### config.mk
export PLATFORM = sky130hd
export DESIGN_NAME = regfile_wb_ctrl_flat
export DESIGN_NICKNAME = d
export VERILOG_FILES = /design/src/rtl/regfile_wb_ctrl_pkg.sv /design/src/rtl/regfile_wb_ctrl_if.sv /design/src/rtl/regfile_wb_ctrl_rr_arbiter.sv /design/src/rtl/regfile_wb_ctrl.sv /design/src/flat_wrapper.sv
export SDC_FILE = /design/constraint.sdc
export NUM_CORES = 1
export LEC_CHECK = 0
export ABC_AREA = 1
export CAP_MARGIN = 20
export CELL_PAD_IN_SITES_DETAIL_PLACEMENT = 0
export CELL_PAD_IN_SITES_GLOBAL_PLACEMENT = 1
export CORE_AREA = 2 2 170 106
export CTS_BUF_LIST = sky130_fd_sc_hd__clkbuf_16
export DETAILED_ROUTE_END_ITERATION = 8
export DIE_AREA = 0 0 172 108
export PLACE_DENSITY = 0.93
export SLEW_MARGIN = 5
export SYNTH_ARGS = -nofsm -noshare
export SYNTH_HDL_FRONTEND = slang
export SYNTH_SLANG_ARGS = --single-unit
export TNS_END_PERCENT = 10
### constraint.sdc
create_clock -name clk -period 3.95 [get_ports clk]
set_input_delay 0.79 -clock clk [delete_from_list [all_inputs] [get_ports clk]]
set_output_delay 0.79 -clock clk [all_outputs]
set_load 0.005 [all_outputs]
### src/rtl/regfile_wb_ctrl_pkg.sv
// Shared definitions for the register-file write-back/reservation controller.
// Holds the default geometry and the one-hot decoder used for cell strobes.
package venus_regfile_pkg;

  localparam int REG_LEN  = 32;
  localparam int NUM_REGS = 32;
  localparam int ADDR_LEN = 5;

  // The decoder works on a fixed wide vector; callers slice it down to NUM_REGS.
  localparam int MAX_REGS = 64;

  function automatic logic [MAX_REGS-1:0] onehot_decode(input int unsigned addr, input logic en);
    logic [MAX_REGS-1:0] vec;
    vec = '0;
    if (en && addr < MAX_REGS) begin
      vec = {{(MAX_REGS-1){1'b0}}, 1'b1} << addr;
    end
    return vec;
  endfunction

endpackage

### src/rtl/regfile_wb_ctrl_if.sv
// Requester and issue-stage handshake bundle for regfile_wb_ctrl.
// Master is the execute/issue side, slave is the controller.
interface regfile_wb_ctrl_if #(
  parameter int REG_LEN  = 32,
  parameter int ADDR_LEN = 5,
  parameter int NUM_REQ  = 4
);

  logic [NUM_REQ-1:0]          req_valid_i;
  logic [NUM_REQ*ADDR_LEN-1:0] req_addr_i;
  logic [NUM_REQ*REG_LEN-1:0]  req_data_i;
  logic [NUM_REQ-1:0]          req_ready_o;
  logic                        rsv_valid_i;
  logic [ADDR_LEN-1:0]         rsv_addr_i;
  logic                        rsv_ready_o;

  modport master (
    output req_valid_i, req_addr_i, req_data_i, rsv_valid_i, rsv_addr_i,
    input  req_ready_o, rsv_ready_o
  );

  modport slave (
    input  req_valid_i, req_addr_i, req_data_i, rsv_valid_i, rsv_addr_i,
    output req_ready_o, rsv_ready_o
  );

endinterface

### src/rtl/regfile_wb_ctrl_rr_arbiter.sv
// Combinational round-robin arbiter: first valid requester at or above ptr,
// wrapping around. The pointer register lives in the parent.
module rr_arbiter #(
  parameter int N = 4
) (
  input  logic [N-1:0]         req,
  input  logic [$clog2(N)-1:0] ptr,
  output logic [N-1:0]         grant,
  output logic [$clog2(N)-1:0] grant_idx
);

  localparam int IW = $clog2(N);

  logic found;

  // Two passes: upper segment [ptr..N-1] first, then the wrapped segment.
  always_comb begin
    grant     = '0;
    grant_idx = '0;
    found     = 1'b0;
    for (int i = 0; i < N; i++) begin
      if (!found && req[i] && i >= int'(ptr)) begin
        grant[i]  = 1'b1;
        grant_idx = IW'(i);
        found     = 1'b1;
      end
    end
    for (int i = 0; i < N; i++) begin
      if (!found && req[i]) begin
        grant[i]  = 1'b1;
        grant_idx = IW'(i);
        found     = 1'b1;
      end
    end
  end

endmodule

### src/rtl/regfile_wb_ctrl.sv
// Write-back arbiter and reservation controller in front of a register_cell array.
// One write-back per cycle through a single drain-always stage; reservations are combinational.
module regfile_wb_ctrl #(
  parameter int REG_LEN  = venus_regfile_pkg::REG_LEN,
  parameter int NUM_REGS = venus_regfile_pkg::NUM_REGS,
  parameter int ADDR_LEN = venus_regfile_pkg::ADDR_LEN,
  parameter int NUM_REQ  = 4
) (
  input  logic                clk,
  input  logic                rst,
  regfile_wb_ctrl_if.slave    bus,
  input  logic [NUM_REGS-1:0] cell_reserve_i,
  output logic [NUM_REGS-1:0] cell_reserve_o,
  output logic [NUM_REGS-1:0] cell_wb_o,
  output logic [REG_LEN-1:0]  cell_data_o,
  output logic                err_o
);

  import venus_regfile_pkg::*;

  localparam int IW = $clog2(NUM_REQ);

  logic [IW-1:0]       rr_ptr;
  logic [NUM_REQ-1:0]  grant;
  logic [IW-1:0]       grant_idx;
  logic                any_grant;
  logic [ADDR_LEN-1:0] gnt_addr;
  logic [REG_LEN-1:0]  gnt_data;
  logic                gnt_ok;
  logic                rsv_free;
  logic                wb_valid;
  logic [ADDR_LEN-1:0] wb_addr;
  logic [REG_LEN-1:0]  wb_data;

  // Out-of-range addresses decode to nothing, so they never hit a cell.
  function automatic logic [NUM_REGS-1:0] dec(input logic [ADDR_LEN-1:0] a, input logic en);
    logic [MAX_REGS-1:0] wide;
    wide = onehot_decode(32'(a), en && (int'(a) < NUM_REGS));
    return wide[NUM_REGS-1:0];
  endfunction

  rr_arbiter #(.N(NUM_REQ)) u_arb (
    .req       (bus.req_valid_i),
    .ptr       (rr_ptr),
    .grant     (grant),
    .grant_idx (grant_idx)
  );

  always_comb begin
    gnt_addr = '0;
    gnt_data = '0;
    for (int k = 0; k < NUM_REQ; k++) begin
      if (grant[k]) begin
        gnt_addr = bus.req_addr_i[k*ADDR_LEN +: ADDR_LEN];
        gnt_data = bus.req_data_i[k*REG_LEN +: REG_LEN];
      end
    end
  end

  assign any_grant       = |grant;
  assign gnt_ok          = |(cell_reserve_i & dec(gnt_addr, 1'b1));
  assign bus.req_ready_o = grant;

  // A still-reserved register stalls the new reservation (write-after-write).
  assign rsv_free        = (int'(bus.rsv_addr_i) < NUM_REGS) &&
                           !(|(cell_reserve_i & dec(bus.rsv_addr_i, 1'b1)));
  assign bus.rsv_ready_o = bus.rsv_valid_i && rsv_free;
  assign cell_reserve_o  = dec(bus.rsv_addr_i, bus.rsv_ready_o);

  assign cell_wb_o   = dec(wb_addr, wb_valid);
  assign cell_data_o = wb_data;

  always_ff @(posedge clk or negedge rst) begin
    if (!rst) begin
      rr_ptr   <= '0;
      wb_valid <= 1'b0;
      wb_addr  <= '0;
      wb_data  <= '0;
      err_o    <= 1'b0;
    end else if (any_grant) begin
      rr_ptr   <= (grant_idx == IW'(NUM_REQ-1)) ? '0 : grant_idx + IW'(1);
      wb_valid <= 1'b1;
      wb_addr  <= gnt_addr;
      wb_data  <= gnt_data;
      if (!gnt_ok) begin
        err_o <= 1'b1;
      end
    end else begin
      wb_valid <= 1'b0;
    end
  end

endmodule
### src/flat_wrapper.sv
// flat-port wrapper written by rule: the top's interface ports become plain ports
module regfile_wb_ctrl_flat import venus_regfile_pkg::*;
#(
  parameter int REG_LEN  = venus_regfile_pkg::REG_LEN,
  parameter int NUM_REGS = venus_regfile_pkg::NUM_REGS,
  parameter int ADDR_LEN = venus_regfile_pkg::ADDR_LEN,
  parameter int NUM_REQ  = 4
)
  (clk, rst, cell_reserve_i, cell_reserve_o, cell_wb_o, cell_data_o, err_o, bus_req_valid_i, bus_req_addr_i, bus_req_data_i, bus_rsv_valid_i, bus_rsv_addr_i, bus_req_ready_o, bus_rsv_ready_o);
  regfile_wb_ctrl_if #(.REG_LEN(REG_LEN), .ADDR_LEN(ADDR_LEN), .NUM_REQ(NUM_REQ)) bus_i ();
  input  logic clk;
  input  logic rst;
  input  logic [NUM_REGS-1:0] cell_reserve_i;
  output logic [NUM_REGS-1:0] cell_reserve_o;
  output logic [NUM_REGS-1:0] cell_wb_o;
  output logic [REG_LEN-1:0] cell_data_o;
  output logic err_o;
  input wire logic [$bits(bus_i.req_valid_i)-1:0] bus_req_valid_i;
  input wire logic [$bits(bus_i.req_addr_i)-1:0] bus_req_addr_i;
  input wire logic [$bits(bus_i.req_data_i)-1:0] bus_req_data_i;
  input wire logic [$bits(bus_i.rsv_valid_i)-1:0] bus_rsv_valid_i;
  input wire logic [$bits(bus_i.rsv_addr_i)-1:0] bus_rsv_addr_i;
  output wire logic [$bits(bus_i.req_ready_o)-1:0] bus_req_ready_o;
  output wire logic [$bits(bus_i.rsv_ready_o)-1:0] bus_rsv_ready_o;
  assign bus_i.req_valid_i = bus_req_valid_i;
  assign bus_i.req_addr_i = bus_req_addr_i;
  assign bus_i.req_data_i = bus_req_data_i;
  assign bus_i.rsv_valid_i = bus_rsv_valid_i;
  assign bus_i.rsv_addr_i = bus_rsv_addr_i;
  assign bus_req_ready_o = bus_i.req_ready_o;
  assign bus_rsv_ready_o = bus_i.rsv_ready_o;
  regfile_wb_ctrl #(.REG_LEN(REG_LEN), .NUM_REGS(NUM_REGS), .ADDR_LEN(ADDR_LEN), .NUM_REQ(NUM_REQ)) u_core (.clk(clk), .rst(rst), .bus(bus_i), .cell_reserve_i(cell_reserve_i), .cell_reserve_o(cell_reserve_o), .cell_wb_o(cell_wb_o), .cell_data_o(cell_data_o), .err_o(err_o));
endmodule
==> impl_metrics.env <==
export IMPL_fin_setup_tns_ps=-667
export IMPL_finalInstanceArea_mm2=0.00755
export IMPL_multi_input_area_mm2=0.00248
export IMPL_fmax_mhz=250
export IMPL_cts_buffers=5
export IMPL_syn_cell_area_mm2=0.00384
export IMPL_outcome="complete, but fails checks"
export IMPL_avgSynthCellArea_um2=6.28
export IMPL_dpl_cell_area_mm2=0.00732
export IMPL_drt_iter0_drc=392
export IMPL_synth_edf_count=0
export IMPL_maxSlewViolCount=0
export IMPL_clk_pin_slew_ps=60
export IMPL_grt_pass1_wl_mm=29.1
export IMPL_numPortBuffers=293
export IMPL_arrival_ps=3210
export IMPL_clockBufferDepth=2
export IMPL_synth_ff_type="dfrtp_1"
export IMPL_fin_cells=1166
export IMPL_setup_viol=18
export IMPL_violations="negative setup slack"
export IMPL_grt_util_all_layers_pct=20.2
export IMPL_synth_warnings=0
export IMPL_rsz0062_at_grt="true"
export IMPL_area_sequential_mm2=0.00103
export IMPL_synth_area_top_cells="dfrtp_1 (27%), nand2_1 (15%), nor2_1 (9.9%), nand3_1 (7.6%), nand4_1 (7.5%)"
export IMPL_maxCapViolCount=0
export IMPL_relSlewSlack_pct=61.2
export IMPL_synth_commonest_cells="nand2_1 (156), nor2_1 (101), nand3_1 (58)"
export IMPL_crit_type="in -> out"
export IMPL_reg2reg_from="u_core.rr_ptr[0]"
export IMPL_syn_to_final_growth_pct=96.8
export IMPL_worstMarginPinSlew_ps=581
export IMPL_p_leak_nw=3.20
export IMPL_synth_distinct_cells=34
export IMPL_synth_top_area_share_pct=26.7
export IMPL_synth_top_area_cell="dfrtp_1"
export IMPL_place_gp_congestion=0.977
export IMPL_die_x_um=172
export IMPL_wl_per_cell_um=16.8
export IMPL_overflow=0
export IMPL_routed_via_density=4.78
export IMPL_crit_end="cell_reserve_o[11]"
export IMPL_num_io_pins=294
export IMPL_drc=0
export IMPL_fin_worst_skew_ps=7.19
export IMPL_clock_root_buffer="clkbuf_16"
export IMPL_start_util_pct=22.8
export IMPL_synth_ff_latch_count=41
export IMPL_cp_max_fo=17
export IMPL_grt_max_degree=42
export IMPL_synth_nets=803
export IMPL_r2r_cells=20
export IMPL_tritoncts="yes"
export IMPL_min_path_type="in -> async"
export IMPL_powerDensity_mw_per_mm2=474
export IMPL_peakVddDrop_uv=218
export IMPL_dp_cells=1155
export IMPL_post_dp_hpwl_mm=15.7
export IMPL_ys_async_sr_fraction_pct=100
export IMPL_yosysSeqAreaShare_pct=26.7
export IMPL_antenna_found_initial=0
export IMPL_critPathRequiredTime_ps=3160
export IMPL_vias=5572
export IMPL_grt_pass1_vias=5181
export IMPL_die_area_mm2=0.0186
export IMPL_drive_above_1_share_pct=12.7
export IMPL_period_share_pct=101
export IMPL_rows=37
export IMPL_cts_sinks=41
export IMPL_hold_violations=0
export IMPL_ant_nets=0
export IMPL_syn_inst=611
export IMPL_r2r_slack_ps=1190
export IMPL_num_antenna_cells=0
export IMPL_dr_pass1_iters=4
export IMPL_post_route_util_pct=44.8
export IMPL_critPathLaunch="bus_rsv_addr_i[3]"
export IMPL_synth_most_common_cell="nand2_1"
export IMPL_setup_ws_ps=-48.6
export IMPL_final_nets=1123
export IMPL_fill_cells=1732
export IMPL_wl_mm=19.6
export IMPL_min_period_ps=4000
export IMPL_htree_levels=2
export IMPL_rr_endpoint="u_core.err_o"
export IMPL_coreArea_mm2=0.0169
export IMPL_worst_setup_path_end_kind="output port"
export IMPL_cts_hold_buffers=0
export IMPL_clk_insertion_delay_late_ps=290
export IMPL_worstSetupStartpointType="input pin"
export IMPL_die_h_um=108
export IMPL_preCtsSetupSlack_ps=-378
==> sequential cells by signal, summed over array words and instances (netlist names) <==
register,count
u_core.err_o,1
u_core.wb_valid,1
u_core.wb_addr,5
u_core.rr_ptr,2
u_core.cell_data_o,32
==> critical path, stage by stage <==
cell	delay [ps]
clkdlybuf4s50_1	510
buf_6	150
buf_4	170
nand3_1	170
o21ai_0	400
nor3_2	100
nand4_1	100
buf_4	150
buf_12	150
nor2_1	50
clkdlybuf4s50_1	460
==> repair_timing <==
item | in CTS | in global routing
gates resized for setup | 19 | 13
buffers inserted | 0 | 1
setup endpoints to repair | 33 | 33
hold endpoints to repair | 0 | 0
cloned | 0 | 1
pin swaps | 2 | 1
==> routing by layer <==
layer  GRT usage, %  part of all wire [%]  vias to the layer above  wire (um)
li1               -                     -                     2729          -
met1           29.8                    48                     2585       9330
met2           31.1                    43                      242       8390
met3           4.06                   8.4                       16       1650
met4           2.76                   1.1                        0        208
met5              0                     0                        -          0
==> power by group <==
part	internal (W)	switching, W
sequential	0.000639	0.000161
clock	0.000233	0.000183
combinational	0.00105	0.00131
total	0.00192	0.00165
==> how the worst min path moves through the flow <==
stage | endpoint | slack [ps] | cells past startpoint
6_report | u_core.cell_data_o[18] | 350 | 1
4_1_cts | u_core.err_o | 470 | 2
5_1_grt | u_core.cell_data_o[18] | 350 | 1
2_1_floorplan | u_core.err_o | 460 | 2
3_3_place_gp | u_core.err_o | 450 | 2
3_5_place_dp | u_core.err_o | 460 | 2
==> placed cells by master, fill, tap and decap left out, types with 2 or more instances in the layout <==
cell	instances
clkbuf_16	6
clkdlybuf4s50_1	273
nor3_1	6
nand4_4	4
nor3_4	3
dlygate4sd2_1	13
nor4_1	8
nand4_1	46
o211ai_1	2
nand2_2	13
inv_2	8
clkinv_1	6
o21ai_0	8
nand2_1	156
dfrtp_1	41
buf_12	3
nor2_1	100
inv_1	31
dlymetal6s2s_1	5
nor2_2	5
o2111ai_1	21
a21oi_1	34
nand3_1	58
nand2_4	3
buf_4	57
nor2_4	6
==> through the flow <==
| stage | hold WS [ps] | power [W] |
|---|---|---|
| 6_report | 353 | 0.00358 |
| 3_3_place_gp | 446 | 0.00312 |
| 3_5_place_dp | 456 | 0.00315 |
| 5_1_grt | 355 | 0.00387 |
| 2_1_floorplan | 457 | 0.00201 |
| 4_1_cts | 472 | 0.00358 |
==> kinds of logic (layout without fill, tap and decap cells) <==
group,after synthesis,in the layout,share of synthesized area (%)
AND/OR/NAND/NOR,412,412,51.1
buffers and inverters,86,407,9.88
AO/OA/AOI/OAI,72,72,12.3
flip-flops,41,41,26.7
==> cell type report <==
cell class / count / share of cell area (%)
repair buffers: 355 / 45.6
inverters: 44 / 2.22
flip-flops and latches: 41 / 13.6
well taps: 234 / 3.88
clock buffers: 5 / 1.66
multi-input cells: 484 / 32.8
clock inverters: 3 / 0.215
No activity file was read; power rests on OpenSTA's default activity.
